### src/rtl/gpio_cfg_pkg.sv
// Shared types and serial-chain timing constants for the GPIO configuration transmitter.
package gpio_cfg_pkg;

  typedef enum logic [2:0] {
    ST_IDLE  = 3'd0,
    ST_FETCH = 3'd1,
    ST_WAIT  = 3'd2,
    ST_SHIFT = 3'd3,
    ST_LOAD  = 3'd4,
    ST_DONE  = 3'd5
  } cfg_state_e;

  // The latch strobe spans this many serial_clock half-periods.
  localparam int LOAD_HALF_PERIODS = 2;

  // Width of a counter that runs 0..terminal-1 and wraps; never narrower than 1 bit.
  function automatic int cnt_width(input int terminal);
    return (terminal < 2) ? 1 : $clog2(terminal);
  endfunction

endpackage

### src/rtl/gpio_cfg_clkdiv.sv
// Serial clock divider: CLK_DIV cycles low, CLK_DIV cycles high per bit.
// Held at the start of the low phase whenever en is low, so every bit begins low.
module gpio_cfg_clkdiv
  import gpio_cfg_pkg::*;
#(
  parameter int CLK_DIV = 4
) (
  input  logic clk,
  input  logic rst,
  input  logic en,
  output logic low_phase,
  output logic high_phase,
  output logic bit_end
);

  localparam int DW = cnt_width(CLK_DIV);
  localparam logic [DW-1:0] DIV_LAST = DW'(CLK_DIV - 1);

  logic [DW-1:0] div_cnt;
  logic          phase;
  logic          half_end;

  assign half_end = (div_cnt == DIV_LAST);

  // Half-period counter; phase flips and the counter wraps at the terminal count.
  always_ff @(posedge clk) begin
    if (rst || !en) begin
      div_cnt <= '0;
      phase   <= 1'b0;
    end else if (half_end) begin
      div_cnt <= '0;
      phase   <= ~phase;
    end else begin
      div_cnt <= div_cnt + 1'b1;
    end
  end

  // phase is a flop, so high_phase can drive the chain clock directly without glitches.
  assign low_phase  = en & ~phase;
  assign high_phase = phase;
  assign bit_end    = en & phase & half_end;

endmodule

### src/rtl/gpio_cfg_xmit.sv
// Streams one CFG_BITS word per pad (highest pad first, MSB first) into the GPIO
// configuration chain, then pulses serial_load to latch the chain.
//
// state    | meaning
// ---------+-------------------------------------------------------------
// ST_IDLE  | waiting for start; chain outputs all low
// ST_FETCH | cfg_rd_addr presents the current pad
// ST_WAIT  | read data arrives; captured into the shift register at end
// ST_SHIFT | shifting the word out, 2*CLK_DIV cycles per bit
// ST_LOAD  | serial_load high for 2*CLK_DIV cycles, serial_clock low
// ST_DONE  | one-cycle done pulse
module gpio_cfg_xmit
  import gpio_cfg_pkg::*;
#(
  parameter int NUM_PADS = 38,
  parameter int CFG_BITS = 13,
  parameter int CLK_DIV  = 4,
  localparam int AW      = cnt_width(NUM_PADS)
) (
  input  logic                wb_clk_i,
  input  logic                wb_rst_i,
  input  logic                start,
  output logic                busy,
  output logic                done,
  output logic [AW-1:0]       cfg_rd_addr,
  input  logic [CFG_BITS-1:0] cfg_rd_data,
  output logic                serial_clock,
  output logic                serial_data_out,
  output logic                serial_load
);

  localparam int LOAD_LEN = LOAD_HALF_PERIODS * CLK_DIV;
  localparam int BW       = cnt_width(CFG_BITS);
  localparam int LW       = cnt_width(LOAD_LEN);

  localparam logic [AW-1:0] PAD_FIRST = AW'(NUM_PADS - 1);
  localparam logic [BW-1:0] BIT_LAST  = BW'(CFG_BITS - 1);
  localparam logic [LW-1:0] LOAD_LAST = LW'(LOAD_LEN - 1);

  cfg_state_e          state;
  cfg_state_e          state_nxt;
  logic [AW-1:0]       pad_idx;
  logic [BW-1:0]       bit_cnt;
  logic [LW-1:0]       load_cnt;
  logic [CFG_BITS-1:0] shreg;
  logic                load_q;

  logic shift_en;
  logic low_phase;
  logic high_phase;
  logic bit_end;
  logic last_bit;
  logic load_last;

  assign shift_en  = (state == ST_SHIFT);
  assign last_bit  = (bit_cnt == BIT_LAST);
  assign load_last = (load_cnt == LOAD_LAST);

  gpio_cfg_clkdiv #(
    .CLK_DIV (CLK_DIV)
  ) u_clkdiv (
    .clk        (wb_clk_i),
    .rst        (wb_rst_i),
    .en         (shift_en),
    .low_phase  (low_phase),
    .high_phase (high_phase),
    .bit_end    (bit_end)
  );

  // State register.
  always_ff @(posedge wb_clk_i) begin
    if (wb_rst_i) state <= ST_IDLE;
    else          state <= state_nxt;
  end

  // Next-state decode and status outputs.
  always_comb begin
    state_nxt = state;
    busy      = 1'b1;
    done      = 1'b0;
    unique case (state)
      ST_IDLE: begin
        busy = 1'b0;
        if (start) state_nxt = ST_FETCH;
      end
      ST_FETCH: state_nxt = ST_WAIT;
      ST_WAIT:  state_nxt = ST_SHIFT;
      ST_SHIFT: begin
        if (bit_end && last_bit) state_nxt = (pad_idx == '0) ? ST_LOAD : ST_FETCH;
      end
      ST_LOAD: begin
        if (load_last) state_nxt = ST_DONE;
      end
      ST_DONE: begin
        done      = 1'b1;
        state_nxt = ST_IDLE;
      end
      default: state_nxt = ST_IDLE;
    endcase
  end

  // Pad/bit/load counters and the shift register. The register drains to zero
  // by the end of each word, which keeps serial_data_out low between words.
  always_ff @(posedge wb_clk_i) begin
    if (wb_rst_i) begin
      pad_idx  <= '0;
      bit_cnt  <= '0;
      load_cnt <= '0;
      shreg    <= '0;
      load_q   <= 1'b0;
    end else begin
      load_q <= (state_nxt == ST_LOAD);
      unique case (state)
        ST_IDLE: begin
          if (start) pad_idx <= PAD_FIRST;
        end
        ST_WAIT: shreg <= cfg_rd_data;
        ST_SHIFT: begin
          if (bit_end) begin
            shreg <= shreg << 1;
            if (last_bit) begin
              bit_cnt <= '0;
              if (pad_idx != '0) pad_idx <= pad_idx - 1'b1;
            end else begin
              bit_cnt <= bit_cnt + 1'b1;
            end
          end
        end
        ST_LOAD: load_cnt <= load_last ? '0 : load_cnt + 1'b1;
        default: ;
      endcase
    end
  end

  // The data line is only driven while the divider is active; it changes at the
  // end of a high phase, so it is stable throughout the following high phase.
  assign cfg_rd_addr     = pad_idx;
  assign serial_clock    = high_phase;
  assign serial_data_out = shreg[CFG_BITS-1] & (low_phase | high_phase);
  assign serial_load     = load_q;

endmodule
### config.mk
export PLATFORM = sky130hd
export DESIGN_NAME = gpio_cfg_xmit
export DESIGN_NICKNAME = d
export VERILOG_FILES = /design/src/rtl/gpio_cfg_pkg.sv /design/src/rtl/gpio_cfg_clkdiv.sv /design/src/rtl/gpio_cfg_xmit.sv
export SDC_FILE = /design/constraint.sdc
export NUM_CORES = 1
export LEC_CHECK = 0
export CORE_ASPECT_RATIO = 1.75
export CORE_MARGIN = 10
export CORE_UTILIZATION = 30
export DETAILED_ROUTE_END_ITERATION = 10
export GPL_ROUTABILITY_DRIVEN = 0
export GPL_TIMING_DRIVEN = 0
export PLACE_DENSITY = 0.61
export SYNTH_ARGS = -nofsm -noshare
export SYNTH_HDL_FRONTEND = slang
export SYNTH_SLANG_ARGS = --single-unit
### constraint.sdc
create_clock -name wb_clk_i -period 2.67 [get_ports wb_clk_i]
set_clock_uncertainty 0.1 [all_clocks]
set_input_delay 0.801 -clock wb_clk_i [delete_from_list [all_inputs] [get_ports wb_clk_i]]
set_output_delay 0.801 -clock wb_clk_i [all_outputs]
set_load 0.02 [all_outputs]
==> results of run 1 <==
## cell type report
class                           count  area, um2  area share (%)
Sequential cell                    33      660.6           30.34
Clock inverter                      3      17.52          0.8046
Multi-Input combinational cell    141      963.4           44.25
Tap cell                           76      95.09           4.368
Clock buffer                        5      68.82           3.161
Inverter                            5      18.77          0.8621
Timing Repair Buffer               27      265.3           12.18
Buffer                             12      87.58           4.023
## stage by stage
| stage | area [um2] | cells | util [%] | setup slack [ps] | TNS [ps] |
|---|---|---|---|---|---|
| 6_report | 2177 | 302 | 38.98 | 82.14 | 0 |
| 4_1_cts | 2177 | 302 | 38.98 | 58.60 | 0 |
| 3_3_place_gp | 2083 | 294 | 37.30 | -14.23 | -14.23 |
| 5_1_grt | 2177 | 302 | 38.98 | 7.207 | 0 |
| 3_5_place_dp | 2083 | 294 | 37.30 | -12.68 | -12.68 |
| 2_1_floorplan | 1738 | 193 | - | 609.5 | 0 |
## worst paths after layout
| check | slack, ps | startpoint | end |
|---|---|---|---|
| worst max-delay path | 80 | state[0] | serial_data_out |
| worst min-delay path | 340 | u_clkdiv.div_cnt[0] | u_clkdiv.div_cnt[0] |
| worst max register to register | 710 | cfg_rd_addr[0] | cfg_rd_addr[2] |
| worst min register to register | 340 | u_clkdiv.div_cnt[0] | u_clkdiv.div_cnt[0] |
## power breakdown
group | switching, mW | leakage [nW] | internal (mW)
combinational | 0.106 | 0.471 | 0.0942
clock | 0.187 | 0.0439 | 0.180
sequential | 0.0165 | 0.269 | 0.518
## cells in the mapped netlist (2+ instances only)
| library cell | instances | area, um2 |
|---|---|---|
| dfxtp_1 | 33 | 660.6 |
| nand2_1 | 30 | 112.6 |
| nor2_1 | 24 | 90.09 |
| a21oi_1 | 15 | 75.07 |
| a311oi_2 | 8 | 120.1 |
| nand3_1 | 7 | 35.03 |
| ha_1 | 6 | 75.07 |
| a311oi_1 | 5 | 43.79 |
| buf_6 | 5 | 56.30 |
| inv_1 | 5 | 18.77 |
| nor3_1 | 4 | 20.02 |
| o21ai_0 | 4 | 20.02 |
| a211oi_1 | 3 | 22.52 |
| clkbuf_1 | 3 | 11.26 |
| nand3b_1 | 3 | 22.52 |
| nor3b_1 | 3 | 22.52 |
| a41oi_1 | 2 | 17.52 |
| and3b_2 | 2 | 20.02 |
| buf_1 | 2 | 7.510 |
| buf_2 | 2 | 10.01 |
| nand2b_1 | 2 | 12.51 |
| nor3_4 | 2 | 32.53 |
| nor4_1 | 2 | 12.51 |
## cells in the final DEF (no fill, tap or decap), types with 4 or more instances in the layout
cell type        count
clkdlybuf4s50_1     25
a311oi_2             8
o21ai_0              4
nand3_1              7
dfxtp_1             33
inv_1                5
nor3_1               4
clkbuf_8             5
buf_6                5
a21oi_1             15
nand2_1             30
ha_1                 6
nor2_1              24
a311oi_1             5
## state kept, by name, summed over array words and instances (netlist names)
signal and flops:
shreg 13, cfg_rd_addr 6, bit_cnt 4, load_cnt 3
state 3, u_clkdiv.div_cnt 2, serial_load 1, u_clkdiv.high_phase 1
## metal layers
| layer | vias to the layer above | track usage (%) | share of wire, % |
|---|---|---|---|
| met4 | 0 | 4.702 | 2.3 |
| met2 | 30 | 16.18 | 50 |
| met5 | - | 0 | 0 |
| li1 | 760 | - | - |
| met3 | 7 | 3.487 | 5.4 |
| met1 | 708 | 10.53 | 42 |
## cells by family (layout without fill, tap and decap cells)
| logic type | Yosys count | in the layout | synth area share (%) |
|---|---|---|---|
| xor+xnor | 1 | 1 | 0.5041 |
| flops | 33 | 33 | 38.01 |
| buf+inv | 19 | 52 | 6.695 |
| simple gates | 89 | 89 | 27.36 |
| fa+ha+maj | 6 | 6 | 4.320 |
| compound gates | 44 | 44 | 22.54 |
| mux | 1 | 1 | 0.5760 |
## timing repair
action / 4_1_cts / 5_1_grt
setup endpoints to repair: 2 / 0
hold buffers: 0 / 0
endpoints found under the hold margin: 0 / 0
buffers inserted: 2 / 0
resized for setup: 1 / 0
==> impl_metrics.toml, run 1 <==
[worst_setup_path]
cp.required_ps = 1770
critPathBufInv = 2
path_depth = 4
crit_arrival_ps = 1690
ff2ff_path_depth = 6
cp_cell_sequence = "buf_6, and3b_4, o21a_1, clkdlybuf4s50_1"
max_stage_delay_ps = 600
path_class = "flip-flop to output pin"
cp_slowest_cell = "clkdlybuf4s50_1"
crit_fanout = 10
cp-end-kind = "output pin"
crit_family = "buffers and inverters"
worstSetupStartpointType = "flip-flop"

[layout]
nNetsFinal = 247
drive_gt1_share_pct = 16.37
syn_to_final_growth_pct = 25.27
antenna_cells = 0
nFillCells = 606

[synth]
synth-edff-count = 0
synth_cells = 193
ys_ff_latch = 33
synthArstFlopShare_pct = 0
synth_nets = 215
yosysWarningCount = 0
synth_ff_type = "dfxtp_1"
ys_seq_area_share_pct = 38.01
avgSynthCellArea_um2 = 9.005
syn_area_mm2 = 0.001738
ys_types = 44

[routing]
first_pass_iters = 4
drt_iter0_markers = 97
routed_wl_mm = 4.263
wl_per_cell_um = 14.12
via_per_inst = 4.983
vias = 1505
route.detailed.drc = 0
ant_nets = 0

[clocking]
clk_pin_slew_ps = 70
cts.sinks = 33
cts_tree = "yes"
clock_latency_ps = 290
cts-root-buf = "clkbuf_8"
cts_buffers = 5
cts_max_level = 2
clock_path_buffers = 2

[timing]
rsz0062_at_grt = "false"
fin_crit_ps = 2588
slew-limit-headroom_pct = 57.90
max_slew.worst_pin.slew_ps = 631.6
final_max_slew_viol_count = 0
fmax_mhz = 386.4
period_share_pct = 96.92
setup_violations = 0
hold_viol = 0
hold_ws_ps = 339.3

[floorplan]
dieHeight_um = 120.7
die_area_mm2 = 0.009357
core_area_mm2 = 0.005585
start_util_pct = 31.12
dieWidth_um = 77.54
ios = 27
rows = 36

[power_and_ir_drop]
power.leakage_nw = 0.7840
vdd_ir_drop_max_v = 0.0002752
p_total_mw = 1.102
pwr_density_cell_mw_per_mm2 = 506.0

[place]
io_buffers = 25
dp.final_hpwl_mm = 3.104

[global_routing]
grt_usage_pct = 9.664
antenna_found_initial = 0
grt_pass1_vias = 1550
grt_pass1_wl_mm = 7.417
grt_overflow_total = 0
grt_max_degree = 16

[min_path]
hold_class = "flip-flop to flip-flop"
min_delay_path_depth = 1

[status]
status = "complete, no violations"

[job]
drv_cap = 0
No activity file was read; power rests on OpenSTA's default activity.
==> run 2: changes to the inputs <==
--- a/config.mk
+++ b/config.mk
@@ -11,6 +11,7 @@
 export DETAILED_ROUTE_END_ITERATION = 10
 export GPL_ROUTABILITY_DRIVEN = 0
 export GPL_TIMING_DRIVEN = 0
+export HOLD_SLACK_MARGIN = 0.1
 export PLACE_DENSITY = 0.61
 export SYNTH_ARGS = -nofsm -noshare
 export SYNTH_HDL_FRONTEND = slang
==> results of run 2 <==
The final DEF is identical to that of run 1; final timing and power are the same.
